--- src/rtl/vga_pkg.sv ---
// Shared VGA-side types and defaults for the sprite compositor.
package vga_pkg;

  localparam int VGA_XW    = 12;   // coordinate width
  localparam int VGA_CW    = 4;    // bits per colour channel
  localparam int VGA_H_RES = 640;
  localparam int VGA_V_RES = 480;

  typedef logic [VGA_XW-1:0] coord_t;

  typedef struct packed {
    logic [VGA_CW-1:0] r;
    logic [VGA_CW-1:0] g;
    logic [VGA_CW-1:0] b;
  } rgb_t;

endpackage

--- src/rtl/sprite_compositor_if.sv ---
// Pixel-timing inputs and DAC outputs of the sprite compositor.
// master = timing generator side, slave = compositor side.
interface sprite_compositor_if #(
  parameter int N_SPR = 3,
  parameter int CW    = 4
);
  logic             i_pix_stb;
  logic             i_animate;
  logic             i_active;
  logic [9:0]       i_x;
  logic [8:0]       i_y;
  logic [N_SPR-1:0] i_spr_en;
  logic [CW-1:0]    o_r;
  logic [CW-1:0]    o_g;
  logic [CW-1:0]    o_b;
  logic [N_SPR-1:0] o_collide;

  modport master (
    output i_pix_stb, i_animate, i_active, i_x, i_y, i_spr_en,
    input  o_r, o_g, o_b, o_collide
  );

  modport slave (
    input  i_pix_stb, i_animate, i_active, i_x, i_y, i_spr_en,
    output o_r, o_g, o_b, o_collide
  );
endinterface

--- src/rtl/sprite_mover.sv ---
// One bouncing sprite: holds centre position and direction, steps on i_move,
// and exports its bounding box as signed bounds wide enough to never wrap.
module sprite_mover
  import vga_pkg::*;
#(
  parameter int            XW    = VGA_XW,
  parameter int            H_RES = VGA_H_RES,
  parameter int            V_RES = VGA_V_RES,
  parameter int            STEP  = 1,
  parameter logic [XW-1:0] IX    = '0,
  parameter logic [XW-1:0] IY    = '0,
  parameter logic [XW-1:0] HS    = '0,
  parameter logic          DX    = 1'b1,
  parameter logic          DY    = 1'b1
) (
  input  logic                 i_clk,
  input  logic                 i_rst,
  input  logic                 i_move,
  output logic signed [XW+1:0] o_x1,
  output logic signed [XW+1:0] o_x2,
  output logic signed [XW+1:0] o_y1,
  output logic signed [XW+1:0] o_y2
);

  // Two spare bits: one for the sign, one so centre + half-size never overflows.
  typedef logic signed [XW+1:0] sw_t;

  localparam sw_t LO     = sw_t'({2'b00, HS});
  localparam sw_t STEP_S = sw_t'(STEP);
  localparam sw_t X_HI   = sw_t'(H_RES - 1) - LO;
  localparam sw_t Y_HI   = sw_t'(V_RES - 1) - LO;

  logic [XW-1:0] x_q, x_d, y_q, y_d;
  logic          dx_q, dx_d, dy_q, dy_d;

  // One axis step: returns {dir, pos}. Low edge is tested first, so a sprite
  // larger than the screen pins to its half-size instead of wrapping.
  function automatic logic [XW:0] step_axis(input logic [XW-1:0] pos,
                                            input logic          dir,
                                            input sw_t           hi);
    sw_t nxt;
    nxt = sw_t'({2'b00, pos}) + (dir ? STEP_S : -STEP_S);
    if (nxt <= LO)      return {1'b1, HS};
    else if (nxt >= hi) return {1'b0, hi[XW-1:0]};
    else                return {dir, nxt[XW-1:0]};
  endfunction

  // Next position/direction, applied only when a move is requested.
  always_comb begin
    {dx_d, x_d} = step_axis(x_q, dx_q, X_HI);
    {dy_d, y_d} = step_axis(y_q, dy_q, Y_HI);
  end

  // Position and direction state.
  always_ff @(posedge i_clk) begin
    if (i_rst) begin
      x_q  <= IX;
      y_q  <= IY;
      dx_q <= DX;
      dy_q <= DY;
    end else if (i_move) begin
      x_q  <= x_d;
      y_q  <= y_d;
      dx_q <= dx_d;
      dy_q <= dy_d;
    end
  end

  assign o_x1 = sw_t'({2'b00, x_q}) - LO;
  assign o_x2 = sw_t'({2'b00, x_q}) + LO;
  assign o_y1 = sw_t'({2'b00, y_q}) - LO;
  assign o_y2 = sw_t'({2'b00, y_q}) + LO;

endmodule

--- src/rtl/sprite_compositor.sv ---
// N-channel bouncing-rectangle compositor between VGA timing and the DAC.
// Sprite 0 has the highest priority. Optional feature macro SPRITE_COLLIDE_EN
// builds the per-frame collision mask; without it o_collide is tied low.
module sprite_compositor
  import vga_pkg::*;
#(
  parameter int                     N_SPR = 3,
  parameter int                     CW    = VGA_CW,
  parameter int                     XW    = VGA_XW,
  parameter int                     H_RES = VGA_H_RES,
  parameter int                     V_RES = VGA_V_RES,
  parameter int                     STEP  = 1,
  parameter logic [N_SPR*XW-1:0]    P_IX  = {12'd480, 12'd320, 12'd160},
  parameter logic [N_SPR*XW-1:0]    P_IY  = {12'd360, 12'd240, 12'd120},
  parameter logic [N_SPR*XW-1:0]    P_HS  = {12'd100, 12'd40,  12'd60},
  parameter logic [N_SPR-1:0]       P_DX  = 3'b111,
  parameter logic [N_SPR-1:0]       P_DY  = 3'b101,
  parameter logic [N_SPR*3*CW-1:0]  P_COL = {12'h00F, 12'h0F0, 12'hF00}
) (
  input  logic                i_clk,
  input  logic                i_rst,
  sprite_compositor_if.slave  bus
);

  typedef logic signed [XW+1:0] sw_t;

  logic             move;
  logic [N_SPR-1:0] hit;
  sw_t              px, py;
  sw_t              x1_w [N_SPR];
  sw_t              x2_w [N_SPR];
  sw_t              y1_w [N_SPR];
  sw_t              y2_w [N_SPR];
  logic [3*CW-1:0]  col_d, col_q;

  assign move = bus.i_pix_stb & bus.i_animate;
  assign px   = sw_t'(bus.i_x);
  assign py   = sw_t'(bus.i_y);

  // Per-sprite motion state plus the strict-inequality hit test.
  for (genvar k = 0; k < N_SPR; k++) begin : g_spr
    sprite_mover #(
      .XW   (XW),
      .H_RES(H_RES),
      .V_RES(V_RES),
      .STEP (STEP),
      .IX   (P_IX[k*XW +: XW]),
      .IY   (P_IY[k*XW +: XW]),
      .HS   (P_HS[k*XW +: XW]),
      .DX   (P_DX[k]),
      .DY   (P_DY[k])
    ) u_mov (
      .i_clk (i_clk),
      .i_rst (i_rst),
      .i_move(move & bus.i_spr_en[k]),
      .o_x1  (x1_w[k]),
      .o_x2  (x2_w[k]),
      .o_y1  (y1_w[k]),
      .o_y2  (y2_w[k])
    );

    assign hit[k] = bus.i_spr_en[k] &&
                    (x1_w[k] < px) && (px < x2_w[k]) &&
                    (y1_w[k] < py) && (py < y2_w[k]);
  end

  // Priority mux: scan high index to low so the lowest hit index wins; blank outside the visible area.
  always_comb begin
    col_d = '0;
    for (int k = N_SPR - 1; k >= 0; k--) begin
      if (hit[k]) col_d = P_COL[k*3*CW +: 3*CW];
    end
    if (!bus.i_active) col_d = '0;
  end

  // Output colour register, advanced only on the pixel strobe.
  always_ff @(posedge i_clk) begin
    if (i_rst)              col_q <= '0;
    else if (bus.i_pix_stb) col_q <= col_d;
  end

  assign bus.o_r = col_q[3*CW-1 -: CW];
  assign bus.o_g = col_q[2*CW-1 -: CW];
  assign bus.o_b = col_q[CW-1   -: CW];

`ifdef SPRITE_COLLIDE_EN
  logic [N_SPR-1:0] mask_q, coll_q, pix_coll;
  logic             multi;

  // Two or more simultaneous hits: clearing the lowest set bit leaves something.
  assign multi    = (hit & (hit - 1'b1)) != '0;
  assign pix_coll = (bus.i_active && multi) ? hit : '0;

  // Sticky per-frame mask, published and cleared on the end-of-frame strobe.
  always_ff @(posedge i_clk) begin
    if (i_rst) begin
      mask_q <= '0;
      coll_q <= '0;
    end else if (bus.i_pix_stb) begin
      if (bus.i_animate) begin
        coll_q <= mask_q | pix_coll;
        mask_q <= '0;
      end else begin
        mask_q <= mask_q | pix_coll;
      end
    end
  end

  assign bus.o_collide = coll_q;
`else
  assign bus.o_collide = '0;
`endif

endmodule
--- src/flat_wrapper.sv ---
// flat-port wrapper written by rule: the top's interface ports become plain ports
module sprite_compositor_flat import vga_pkg::*;
#(
  parameter int                     N_SPR = 3,
  parameter int                     CW    = VGA_CW,
  parameter int                     XW    = VGA_XW,
  parameter int                     H_RES = VGA_H_RES,
  parameter int                     V_RES = VGA_V_RES,
  parameter int                     STEP  = 1,
  parameter logic [N_SPR*XW-1:0]    P_IX  = {12'd480, 12'd320, 12'd160},
  parameter logic [N_SPR*XW-1:0]    P_IY  = {12'd360, 12'd240, 12'd120},
  parameter logic [N_SPR*XW-1:0]    P_HS  = {12'd100, 12'd40,  12'd60},
  parameter logic [N_SPR-1:0]       P_DX  = 3'b111,
  parameter logic [N_SPR-1:0]       P_DY  = 3'b101,
  parameter logic [N_SPR*3*CW-1:0]  P_COL = {12'h00F, 12'h0F0, 12'hF00}
)
  (i_clk, i_rst, bus_i_pix_stb, bus_i_animate, bus_i_active, bus_i_x, bus_i_y, bus_i_spr_en, bus_o_r, bus_o_g, bus_o_b, bus_o_collide);
  sprite_compositor_if #(.N_SPR(N_SPR), .CW(CW)) bus_i ();
  input  logic i_clk;
  input  logic i_rst;
  input wire logic [$bits(bus_i.i_pix_stb)-1:0] bus_i_pix_stb;
  input wire logic [$bits(bus_i.i_animate)-1:0] bus_i_animate;
  input wire logic [$bits(bus_i.i_active)-1:0] bus_i_active;
  input wire logic [$bits(bus_i.i_x)-1:0] bus_i_x;
  input wire logic [$bits(bus_i.i_y)-1:0] bus_i_y;
  input wire logic [$bits(bus_i.i_spr_en)-1:0] bus_i_spr_en;
  output wire logic [$bits(bus_i.o_r)-1:0] bus_o_r;
  output wire logic [$bits(bus_i.o_g)-1:0] bus_o_g;
  output wire logic [$bits(bus_i.o_b)-1:0] bus_o_b;
  output wire logic [$bits(bus_i.o_collide)-1:0] bus_o_collide;
  assign bus_i.i_pix_stb = bus_i_pix_stb;
  assign bus_i.i_animate = bus_i_animate;
  assign bus_i.i_active = bus_i_active;
  assign bus_i.i_x = bus_i_x;
  assign bus_i.i_y = bus_i_y;
  assign bus_i.i_spr_en = bus_i_spr_en;
  assign bus_o_r = bus_i.o_r;
  assign bus_o_g = bus_i.o_g;
  assign bus_o_b = bus_i.o_b;
  assign bus_o_collide = bus_i.o_collide;
  sprite_compositor #(.N_SPR(N_SPR), .CW(CW), .XW(XW), .H_RES(H_RES), .V_RES(V_RES), .STEP(STEP), .P_IX(P_IX), .P_IY(P_IY), .P_HS(P_HS), .P_DX(P_DX), .P_DY(P_DY), .P_COL(P_COL)) u_core (.i_clk(i_clk), .i_rst(i_rst), .bus(bus_i));
endmodule
--- config.mk ---
export PLATFORM = sky130hd
export DESIGN_NAME = sprite_compositor_flat
export DESIGN_NICKNAME = d
export VERILOG_FILES = /design/src/rtl/vga_pkg.sv /design/src/rtl/sprite_compositor_if.sv /design/src/rtl/sprite_mover.sv /design/src/rtl/sprite_compositor.sv /design/src/flat_wrapper.sv
export SDC_FILE = /design/constraint.sdc
export NUM_CORES = 1
export LEC_CHECK = 0
export ABC_AREA = 1
export CAP_MARGIN = 20
export CORE_MARGIN = 5
export CORE_UTILIZATION = 60
export DETAILED_ROUTE_END_ITERATION = 6
export DONT_BUFFER_PORTS = 1
export GPL_TIMING_DRIVEN = 0
export HOLD_SLACK_MARGIN = 0.08
export PLACE_DENSITY = 0.76
export SLEW_MARGIN = 0
export SYNTH_ARGS = -nofsm -noshare
export SYNTH_HDL_FRONTEND = slang
export SYNTH_SLANG_ARGS = --single-unit
--- constraint.sdc ---
create_clock -name i_clk -period 3 [get_ports i_clk]
set_input_delay 0 -clock i_clk [delete_from_list [all_inputs] [get_ports i_clk]]
set_output_delay 0 -clock i_clk [all_outputs]
set_load 0.03 [all_outputs]
# Word level (Yosys, flattened, before mapping)
# Cells that the tools add are included.
[op_classes] add_sub_neg=18 magnitude_cmp=24 n_mux=22 bitwise_logic=4 reduce_logical=24
[ops] cell="$mux W13" n=12
[ops] cell="$add A13 B14 Y14" n=6
[ops] cell="$mux W14" n=6
[ops] cell="$le A14 B7 Y1 const B" n=4
[ops] cell="$add A12 B6 Y13 const B" n=4
[ops] cell="$sub A12 B6 Y13 const B" n=4
[ops] cell="$ge A14 B10 Y1 const B" n=3
[ops] cell="$ge A14 B11 Y1 const B" n=3
[ops] cell="$lt A10 B13 Y1" n=3
[ops] cell="$lt A13 B10 Y1" n=3
[ops] cell="$lt A13 B11 Y1" n=3
[ops] cell="$lt A9 B13 Y1" n=3
[ops] cell="$le A14 B8 Y1 const B" n=2
[ops] cell="$add A12 B7 Y13 const B" n=2
[ops] cell="$sub A12 B7 Y13 const B" n=2
[ops] cell="$mux W12" n=2
[ops] cell="$logic_and A1 B1 Y1" n=12
[ops] cell="$reduce_and A2 Y1" n=6
[ops] cell="$reduce_bool A2 Y1" n=6
[ops] cell="$mux W8" n=1
[ops] cell="$and A1 B1 Y1" n=4
[ops] cell="$mux W4" n=1
[word_totals] reg_bits=90 in_bits=27 output_inout_bits=15

# Logic depth before layout (Yosys ltp)
# Gate-level depths: netlist of the first run.
[logic_depth] word_depth=10 depth_mapped=21 ltp_nobuf=21

# Modules after synthesis
# A second synthesis of the first run with hierarchy kept.
[unflattened] cells_unflattened=2530 hier_area_um2=14471.4
[by_module_without_submodules] module="sprite_mover (u_core.g_spr[0].u_mov)" n_inst=1 cells_per_inst=651 area_per_inst_um2=3789.9 seq_area_each_um2=520.5
[by_module_without_submodules] module="sprite_mover (u_core.g_spr[2].u_mov)" n_inst=1 cells_per_inst=675 area_per_inst_um2=3764.9 seq_area_each_um2=520.5
[by_module_without_submodules] module="sprite_mover (u_core.g_spr[1].u_mov)" n_inst=1 cells_per_inst=653 area_per_inst_um2=3691.0 seq_area_each_um2=520.5
[by_module_without_submodules] module="sprite_compositor" n_inst=1 cells_per_inst=551 area_per_inst_um2=3225.6 seq_area_each_um2=60.1

# Least setup slack after synthesis of the first run
# Ideal clock, no wire load.
[synth_path] kind="register -> register" start="reg u_core.g_spr[0].u_mov.x_q[2]" end="reg u_core.col_q[3]" setup_time_ps=132 t_arrival_ps=2229 required_time_ps=2868 slack_ps=639 stages_incl_launch_ff=18 cell_sequence="dfxtp_1 inv_1 ha_1 nand2_1 nand2_1 nor2_1 xor2_1 ha_1 nand2_1 nor2_1 nor3b_1 nand2_1 a21oi_1 nor2_1 nor2_1 nand3_1 nand4_1 a21oi_1"
[synth_between] elab_chain_cells=8 word_cells_on_any_way=10 classes_between="2 x add/sub; 2 x order compare; 2 x mux; 4 x reduce/logical"
[synth_rtl] item="start: declaration" line="sprite_mover.sv:33" text="logic [XW-1:0] x_q, x_d, y_q, y_d;"
[synth_rtl] item="start signal: assignment" line="sprite_mover.sv:57" text="x_q <= IX;"
[synth_rtl] item="start signal: assignment" line="sprite_mover.sv:62" text="x_q <= x_d;"
[synth_rtl] item="$sub A12 B6 Y13" line="sprite_mover.sv:69" text="assign o_x1 = sw_t'({2'b00, x_q}) - LO;"
[synth_rtl] item="$lt A13 B11 Y1" line="sprite_compositor.sv:63" text="(x1_w[k] < px) && (px < x2_w[k]) &&"
[synth_rtl] item="$logic_and A1 B1 Y1" line="sprite_compositor.sv:62" text="assign hit[k] = bus.i_spr_en[k] &&"
[synth_rtl] item="$logic_and A1 B1 Y1 * (2 in a row)" line="sprite_compositor.sv:63"
[synth_rtl] item="$logic_and A1 B1 Y1 *" line="sprite_compositor.sv:64" text="(y1_w[k] < py) && (py < y2_w[k]);"
[synth_rtl] item="$mux W12 *" line="sprite_compositor.sv:71" text="if (hit[k]) col_d = P_COL[k*3*CW +: 3*CW];"
[synth_rtl] item="$mux W12 *" line="sprite_compositor.sv:73" text="if (!bus.i_active) col_d = '0;"
[synth_rtl] item="end signal: assignment" line="sprite_compositor.sv:79" text="else if (bus.i_pix_stb) col_q <= col_d;"
[synth_rtl] item="end: declaration" line="sprite_compositor.sv:34" text="logic [3*CW-1:0] col_d, col_q;"
# Every way passes the cells marked *; elsewhere a longest branch is shown, timed or not.
# A chain may end at the register's enable or synchronous reset.

# Worst setup path after layout of the first run
[layout_path] start="reg u_core.g_spr[0].u_mov.y_q[2]" end="reg u_core.col_q[3]"
[layout_between] elab_chain_cells=6 word_cells_on_any_way=8 classes_between="2 x add/sub; 2 x order compare; 2 x mux; 2 x reduce/logical"
[layout_rtl] item="start: declaration" line="sprite_mover.sv:33"
[layout_rtl] item="start signal: assignment" line="sprite_mover.sv:63" text="y_q <= y_d;"
[layout_rtl] item="$sub A12 B6 Y13" line="sprite_mover.sv:71" text="assign o_y1 = sw_t'({2'b00, y_q}) - LO;"
[layout_rtl] item="$lt A13 B10 Y1" line="sprite_compositor.sv:64"
[layout_rtl] item="$logic_and A1 B1 Y1" line="sprite_compositor.sv:63"
[layout_rtl] item="$logic_and A1 B1 Y1 *" line="sprite_compositor.sv:64"
[layout_rtl] item="$mux W12 *" line="sprite_compositor.sv:71"
[layout_rtl] item="$mux W12 *" line="sprite_compositor.sv:73"
# Marks and branches as above.

==> Flow_metrics.wiki, run 1 <==
{| class="wikitable"
! Metric !! Value
|-
| Starting DRC count in detailed routing || 917
|-
| Most used cells in the layout excluding fill and tap cells || 637 x nand2_1, 304 x inv_1, 190 x ha_1
|-
| Critical hold path startpoint || bus_i_spr_en[1]
|-
| Cell leakage power || 0.007548 µW
|-
| Mapped Area || 0.01264 mm²
|-
| Number of global-route vias before repair || 12,380
|-
| TritonCTS clock tree || built
|-
| Worst Setup Start Kind || flip-flop
|-
| GRT Util Overall || 28.26%
|-
| Standard cell core area || 0.02089 mm²
|-
| Remaining DRCs || 0
|-
| Run status || finished, final reports clean
|-
| Layout-stage area growth over the synthesis result || 8.991%
|-
| Placed wire-length estimate || 28.04 mm
|-
| Overflow after GRT || 0
|-
| TritonCTS buffer count || 9
|-
| Number of search-and-repair iterations in the first detailed-routing pass || 7
|-
| Final critical-path required period || 2825 ps
|-
| Number of filler instances in the final layout || 2,010
|-
| Most instantiated flip-flop cell in the synthesis netlist || dfxtp_1
|-
| CP Data Required Time || 3220 ps
|-
| Largest net degree at the start of global routing || 15
|-
| Initial Utilization || 60.49%
|-
| Worst R2R Setup Slack || 170 ps
|-
| Die Span X || 155.1 µm
|-
| Die boundary height || 155.1 µm
|-
| Die ar. || 0.02406 mm²
|-
| # H-tree levels || 3
|-
| Row count || 53
|-
| First-pass GRT wire length || 56.96 mm
|-
| RSZ-0062 raised after global routing || true
|-
| Startpoint of the lowest-slack register-to-register path || u_core.g_spr[0].u_mov.y_q[2]
|-
| Avg Cell Area, Syn || 6.008 µm²
|-
| Tightest slew margin relative to the limit || 47.42%
|-
| Post-synthesis cell type count || 48
|-
| Most common library cell in the layout ignoring fill and taps || nand2_1
|-
| Number of setup violations in the final report || 0
|-
| Routed wire length || 35.20 mm
|-
| Proportion of netlist area held by the largest area contributor || 19.61%
|-
| Cell depth of the worst hold path || 4
|-
| Worst Skew || 6.102 ps
|-
| Sinks on the clock net || 81
|-
| Average via count per standard cell || 5.503
|-
| Yosys warns || 0
|-
| Highest Clock Rate || 353.9 MHz
|-
| Port Buf Inserts || 0
|-
| Worst Hold Endpoint || u_core.g_spr[1].u_mov.y_q[8]
|-
| Period utilisation layout || 94.18%
|-
| Post-layout total power || 5610 µW
|-
| FF-to-FF path depth || 15
|-
| Library cell occupying the most area in the post-synthesis netlist || ha_1
|-
| Hold Violations, Final || 0
|-
| Count of boundary I/O pins || 42
|-
| Element type at the critical path end || flip-flop
|-
| Max Cap Viol || 0
|-
| Measured slew at the worst slew-check pin || 788.7 ps
|-
| Clock root buffer || clkbuf_16
|-
| Weighted congestion at the end of routability-driven global placement || 0.9695
|-
| Post-synthesis instance total || 2,103
|-
| Final #Nets || 2,384
|-
| Worst endpoint data arrival time || 3040 ps
|-
| R2R Path End || u_core.col_q[3]
|-
| Initial antenna violation count || 0
|-
| # diodes || 0
|-
| Clock Path Buffers || 2
|-
| Class of the worst hold path || in -> reg
|-
| Number of synthesized register bits || 81
|-
| Largest fanout of any net on the critical path || 6
|-
| Post-synth EDFFs || 0
|-
| Clock-pin slew on the worst setup and hold paths || 70 ps
|-
| P per Cell Area || 407.4 mW/mm²
|-
| Source-to-sink clock delay at the later pin of the worst-skew pair || 350 ps
|-
| Layout cells sized above 1 || 7.600%
|-
| Share of flip-flops with an asynchronous set or reset after synthesis || 0%
|-
| Leading post-synthesis cells by cell area || ha_1 20%, nand2_1 19%, dfxtp_1 13%
|-
| Fin Setup TNS || 0 ps
|-
| Peak supply drop || 364.5 µV
|-
| Wirelength per Cell || 14.47 µm
|-
| Total number of vias || 13,390
|-
| Sequential element share of the synthesized area || 12.83%
|-
| Residual antenna-violating net count after detailed routing || 0
|-
| Critical Setup Path Class || reg -> reg
|-
| Number of pins with negative max-slew slack in the final report || 0
|}
[flip-flops by register name (all words and copies together), names as in the netlist]
signal	count
u_core.g_spr.u_mov.y_q	36
u_core.col_q	3
u_core.g_spr.u_mov.dx_q	3
u_core.g_spr.u_mov.x_q	36
u_core.g_spr.u_mov.dy_q	3
[routing by layer]
metal,global-route usage [%],up-vias,wire (µm)
li1,-,6881,-
met1,35.42,6084,15350
met2,50.07,341,16970
met3,2.865,82,1835
met4,10.47,0,1046
met5,0,-,0
[cell usage after synthesis (4+ instances only)]
| master | n |
|---|---|
| o211ai_1 | 14 |
| inv_1 | 310 |
| nor2_2 | 6 |
| nor2_1 | 173 |
| nand4_1 | 33 |
| o21a_1 | 4 |
| buf_2 | 6 |
| nand2_1 | 637 |
| ha_1 | 198 |
| buf_4 | 12 |
| nand2_2 | 20 |
| nand3_2 | 11 |
| fa_1 | 6 |
| dfxtp_1 | 81 |
| nand3b_1 | 13 |
| nor2_4 | 5 |
| nand3_1 | 177 |
| o21bai_1 | 7 |
| o21ai_1 | 4 |
| xor2_1 | 67 |
| nor3_1 | 32 |
| a31oi_1 | 6 |
| clkbuf_1 | 21 |
| a21oi_1 | 142 |
| o21ai_0 | 60 |
| a21o_1 | 4 |
| xnor2_1 | 15 |
| a21oi_2 | 9 |
| xor2_2 | 4 |
[stage by stage]
stage / util (%) / cells / setup WS, ps / hold WS, ps / cell area (µm²)
finish: 65.93 / 2433 / 174.6 / 94.98 / 13770
global route: 65.93 / 2433 / -56.98 / 122.9 / 13770
CTS: 64.04 / 2402 / 65.21 / 81.12 / 13380
detailed placement: 62.17 / 2380 / 24.71 / 205.7 / 12990
global placement: 62.17 / 2380 / 57.06 / 201.2 / 12990
floorplan: - / 2105 / 638.7 / 187.1 / 12640
[repair_timing]
action | 4_1_cts | 5_1_grt
hold buffers | 6 | 0
hold endpoints to repair | 13 | 0
resized for setup | 1 | 36
cloned | 0 | 1
endpoints found under the setup margin | 1 | 50
pin swaps | 0 | 1
setup buffers | 0 | 30
[cell type report]
class                   count  area (µm²)  area share [%]
plain buffers              41       215.2           1.563
clock buffers              10       239.0           1.735
clock inverters             6       90.09          0.6541
inverters                 314        1201           8.722
multi-input cells        1669        9731           70.65
flip-flops and latches     81        1634           11.87
well taps                 275       344.1           2.498
repair buffers             36       310.3           2.253
repair inverters            1       7.507         0.05451
[how the worst max path moves through the flow]
| stage | from | to | slack [ps] | cells past startpoint |
|---|---|---|---|---|
| final | u_core.g_spr[0].u_mov.y_q[2] | u_core.col_q[3] | 170 | 15 |
| after global routing | u_core.g_spr[0].u_mov.dy_q | u_core.g_spr[0].u_mov.y_q[4] | -60 | 18 |
| after CTS | u_core.g_spr[0].u_mov.dy_q | u_core.g_spr[0].u_mov.y_q[4] | 70 | 13 |
| after detailed placement | u_core.g_spr[0].u_mov.x_q[2] | u_core.col_q[3] | 20 | 17 |
| after global placement | u_core.g_spr[0].u_mov.x_q[2] | u_core.col_q[3] | 60 | 17 |
| after floorplan | u_core.g_spr[0].u_mov.x_q[2] | u_core.col_q[3] | 640 | 17 |
[power breakdown]
| part | switching [µW] | total [µW] | internal (µW) |
|---|---|---|---|
| combinational | 1980 | 3090 | 1100 |
| sequential | 118 | 1260 | 1140 |
| clock | 507 | 1260 | 756 |
| total | 2610 | 5610 | 3000 |
[critical path, stage by stage (launching register included)]
cell,delay (ps)
dfxtp_1,520
inv_1,160
ha_1,270
nand2_1,80
nand2_1,60
nor2_1,210
xor2_1,230
ha_1,280
a21oi_1,130
o21ai_0,100
nand2_1,70
nand2_1,100
nor2_1,140
nand3_1,110
nand4_1,140
a21oi_1,80
[cell families (layout without fill, tap and decap cells)]
| kind of cell | Yosys count | count (layout) | share of synthesized area [%] |
|---|---|---|---|
| buf+inv | 355 | 408 | 11.03 |
| flops | 81 | 81 | 12.83 |
| other cells | 1 | 3 | 0.02968 |
| fa+ha+maj | 204 | 204 | 20.56 |
| compound gates | 254 | 254 | 11.05 |
| xor+xnor | 86 | 86 | 6.199 |
| simple gates | 1122 | 1122 | 38.30 |
Power figures use the tool's default switching activity.
==> inputs of run 2 (changes only) <==
--- a/config.mk
+++ b/config.mk
@@ -13,7 +13,7 @@
 export DONT_BUFFER_PORTS = 1
 export GPL_TIMING_DRIVEN = 0
 export HOLD_SLACK_MARGIN = 0.08
-export PLACE_DENSITY = 0.76
+export PLACE_DENSITY = 0.79
 export SLEW_MARGIN = 0
 export SYNTH_ARGS = -nofsm -noshare
 export SYNTH_HDL_FRONTEND = slang
==> Flow_metrics.wiki, run 2 (same netlist as run 1, synthesis figures left out) <==
{| class="wikitable"
! Metric !! Value
|-
| Run status || finished, final reports clean
|-
| Standard cell core area || 0.02089 mm² (unchanged)
|-
| Average via count per standard cell || 5.497 (-0.10%)
|-
| Starting DRC count in detailed routing || 1,078 (+18%)
|-
| Measured slew at the worst slew-check pin || 892.4 ps (+103.7 ps)
|-
| Post-layout instance area || 0.01361 mm² (-1.2%)
|-
| Critical Path Most Common Cell || nand2_1
|-
| Row count || 53 (unchanged)
|-
| Worst Skew || 5.618 ps (-0.4833 ps)
|-
| Minimum setup slack in the final design || 170.4 ps (-4.256 ps)
|-
| Buf+Inv Stages, Crit Path || 2 (+1)
|-
| First-pass GRT wire length || 57.55 mm (+1.0%)
|-
| Critical Path Max Stage Delay || 440 ps (-80 ps)
|-
| Register area || 0.001634 mm² (unchanged)
|-
| Total number of vias || 13,340 (-0.35%)
|-
| Die Span X || 155.1 µm (unchanged)
|-
| Initial Utilization || 60.49% (unchanged)
|-
| Clock root buffer || clkbuf_16
|-
| Hold Violations, Final || 0 (unchanged)
|-
| Cell-by-cell trace of the critical path || clkinvlp_4 -> buf_4 -> fa_1 -> nand3_1 -> nand2_1 -> nand2_1 -> nand2_1 -> xor2_2 -> nor2_1 -> nand2_1 -> nor2_1 -> nand2_1 -> nand2_2 -> nor2_4 -> nand2_1 -> a21oi_1
|-
| Final critical-path required period || 2830 ps (+4.256 ps)
|-
| Placed wire-length estimate || 28.45 mm (+1.5%)
|-
| Weighted congestion at the end of routability-driven global placement || 0.9468 (-2.3%)
|-
| Sinks on the clock net || 81 (unchanged)
|-
| Number of search-and-repair iterations in the first detailed-routing pass || 6 (-1)
|-
| P per Cell Area || 408.0 mW/mm² (+0.16%)
|-
| Die ar. || 0.02406 mm² (unchanged)
|-
| Largest fanout of any net on the critical path || 8 (+2)
|-
| Layout-stage area growth over the synthesis result || 7.694%
|-
| Remaining DRCs || 0 (unchanged)
|-
| Overflow after GRT || 0 (unchanged)
|-
| Die boundary height || 155.1 µm (unchanged)
|-
| Initial antenna violation count || 0 (unchanged)
|-
| Largest net degree at the start of global routing || 15 (unchanged)
|-
| Post-Place Setup Slack || 130.2 ps (+105.5 ps)
|-
| Final non-filler cell total || 2,427 (-0.25%)
|-
| Final #Nets || 2,378 (-0.25%)
|-
| Clock Path Buffers || 2 (unchanged)
|-
| Number of global-route vias before repair || 12,380 (-0.016%)
|-
| Routed wire length || 35.30 mm (+0.30%)
|-
| Most used cells in the layout excluding fill and tap cells || 637 x nand2_1, 304 x inv_1, 197 x ha_1
|-
| Wirelength per Cell || 14.55 µm (+0.55%)
|-
| Peak supply drop || 318.6 µV (-13%)
|-
| Class of the worst hold path || in -> reg
|-
| Source-to-sink clock delay at the later pin of the worst-skew pair || 350 ps (about the same)
|-
| Number of filler instances in the final layout || 2,014 (+0.20%)
|-
| Total area of multi-input combinational cells || 0.009658 mm² (-0.75%)
|-
| Number of setup violations in the final report || 0 (unchanged)
|-
| Highest Clock Rate || 353.4 MHz (-0.15%)
|-
| Period utilisation layout || 94.32% (+0.14 points)
|-
| Cell family with the largest share of critical-path delay || simple AND/OR/NAND/NOR gates
|-
| Cell type of the slowest stage on the worst timing path || fa_1
|-
| Post-DP Area || 0.01299 mm² (unchanged)
|-
| TritonCTS buffer count || 9 (unchanged)
|-
| Largest registers || u_core.g_spr.u_mov.x_q: 36 flops, u_core.g_spr.u_mov.y_q: 36 flops
|-
| Number of pins with negative max-slew slack in the final report || 0 (unchanged)
|-
| Count of boundary I/O pins || 42 (unchanged)
|-
| TritonCTS clock tree || built
|-
| Residual antenna-violating net count after detailed routing || 0 (unchanged)
|-
| Worst endpoint data arrival time || 3100 ps (+60 ps)
|-
| Port Buf Inserts || 0 (unchanged)
|-
| CP Data Required Time || 3270 ps (+50 ps)
|-
| Max Cap Viol || 0 (unchanged)
|-
| Element type at the critical path end || flip-flop
|-
| Clock-pin slew on the worst setup and hold paths || 60 ps (about the same)
|-
| Layout cells sized above 1 || 6.834% (-0.77 points)
|-
| Tightest slew margin relative to the limit || 40.50% (-6.9 points)
|-
| Critical Setup Path Class || reg -> reg
|-
| # H-tree levels || 3 (unchanged)
|-
| Worst Setup Start Kind || flip-flop
|-
| Most common library cell in the layout ignoring fill and taps || nand2_1
|-
| Placed Cells incl. Taps || 2,380 (unchanged)
|-
| Post-layout total power || 5552 µW (-1.0%)
|-
| GRT Util Overall || 28.37% (+0.11 points)
|-
| Cell leakage power || 0.007486 µW (-0.82%)
|}
-- run 2: cell count changes in the layout (fill, tap and decap cells not counted), sizes merged --
cell	change
buf	-6
clkbuf	-3
clkinvlp	+4
diode	+1
dlygate4sd3	-1
inv	-1
-- run 2: layout make-up --
class | instances | share of cell area [%]
Antenna cell | 1 | 0.01839
Buffer | 41 | 1.581
Clock buffer | 10 | 1.683
Clock inverter | 5 | 0.5976
Inverter | 314 | 8.827
Multi-Input combinational cell | 1669 | 70.97
Sequential cell | 81 | 12.01
Tap cell | 275 | 2.528
Timing Repair Buffer | 26 | 1.508
Timing Repair inverter | 5 | 0.2758
-- run 2: worst reg2reg max path, cell delays in order (launching register included) --
cell	delay (ps)
dfxtp_2	420
clkinvlp_4	230
buf_4	200
fa_1	440
nand3_1	110
nand2_1	160
nand2_1	100
nand2_1	80
xor2_2	230
nor2_1	80
nand2_1	70
nor2_1	40
nand2_1	70
nand2_2	90
nor2_4	210
nand2_1	110
a21oi_1	130
-- run 2: what timing repair did --
item	in CTS	in global routing
gates resized for setup	0	30
endpoints found under the hold margin	3	0
setup endpoints to repair	0	46
hold buffers	5	0
buffers inserted	0	21
-- run 2: power breakdown --
part / total [µW] / internal (µW) / leakage, µW / switching (µW)
clock: 1190 / 725 / 0.000149 / 464
combinational: 3090 / 1080 / 0.00668 / 2010
sequential: 1270 / 1140 / 0.000658 / 125
total: 5550 / 2950 / 0.00749 / 2600
-- run 2: metal layers --
metal,part of all wire (%),GRT usage [%],up-vias
li1,-,-,6870
met1,44,35.58,6051
met2,48,50.38,332
met3,3.9,2.031,88
met4,3.5,11.48,0
met5,0,0,-
-- run 2: stage by stage --
stage	util, %	hold slack (ps)	setup TNS (ps)
floorplan	-	187.1	0
global placement	62.17	209.1	0
detailed placement	62.17	212.3	0
CTS	63.90	84.25	0
global route	65.13	108.4	-121.7
finish	65.15	98.88	0
-- run 2: path summary, 6_finish.rpt --
kind                                                  from                           end  slack [ps]  depth (start not counted)
worst max-delay path            u_core.g_spr[2].u_mov.dx_q  u_core.g_spr[2].u_mov.x_q[9]         170                         16
worst min-delay path                         bus_i_pix_stb  u_core.g_spr[1].u_mov.y_q[6]         100                          4
worst max register to register  u_core.g_spr[2].u_mov.dx_q  u_core.g_spr[2].u_mov.x_q[9]         170                         16
worst min register to register  u_core.g_spr[2].u_mov.dx_q    u_core.g_spr[2].u_mov.dx_q         520                          2
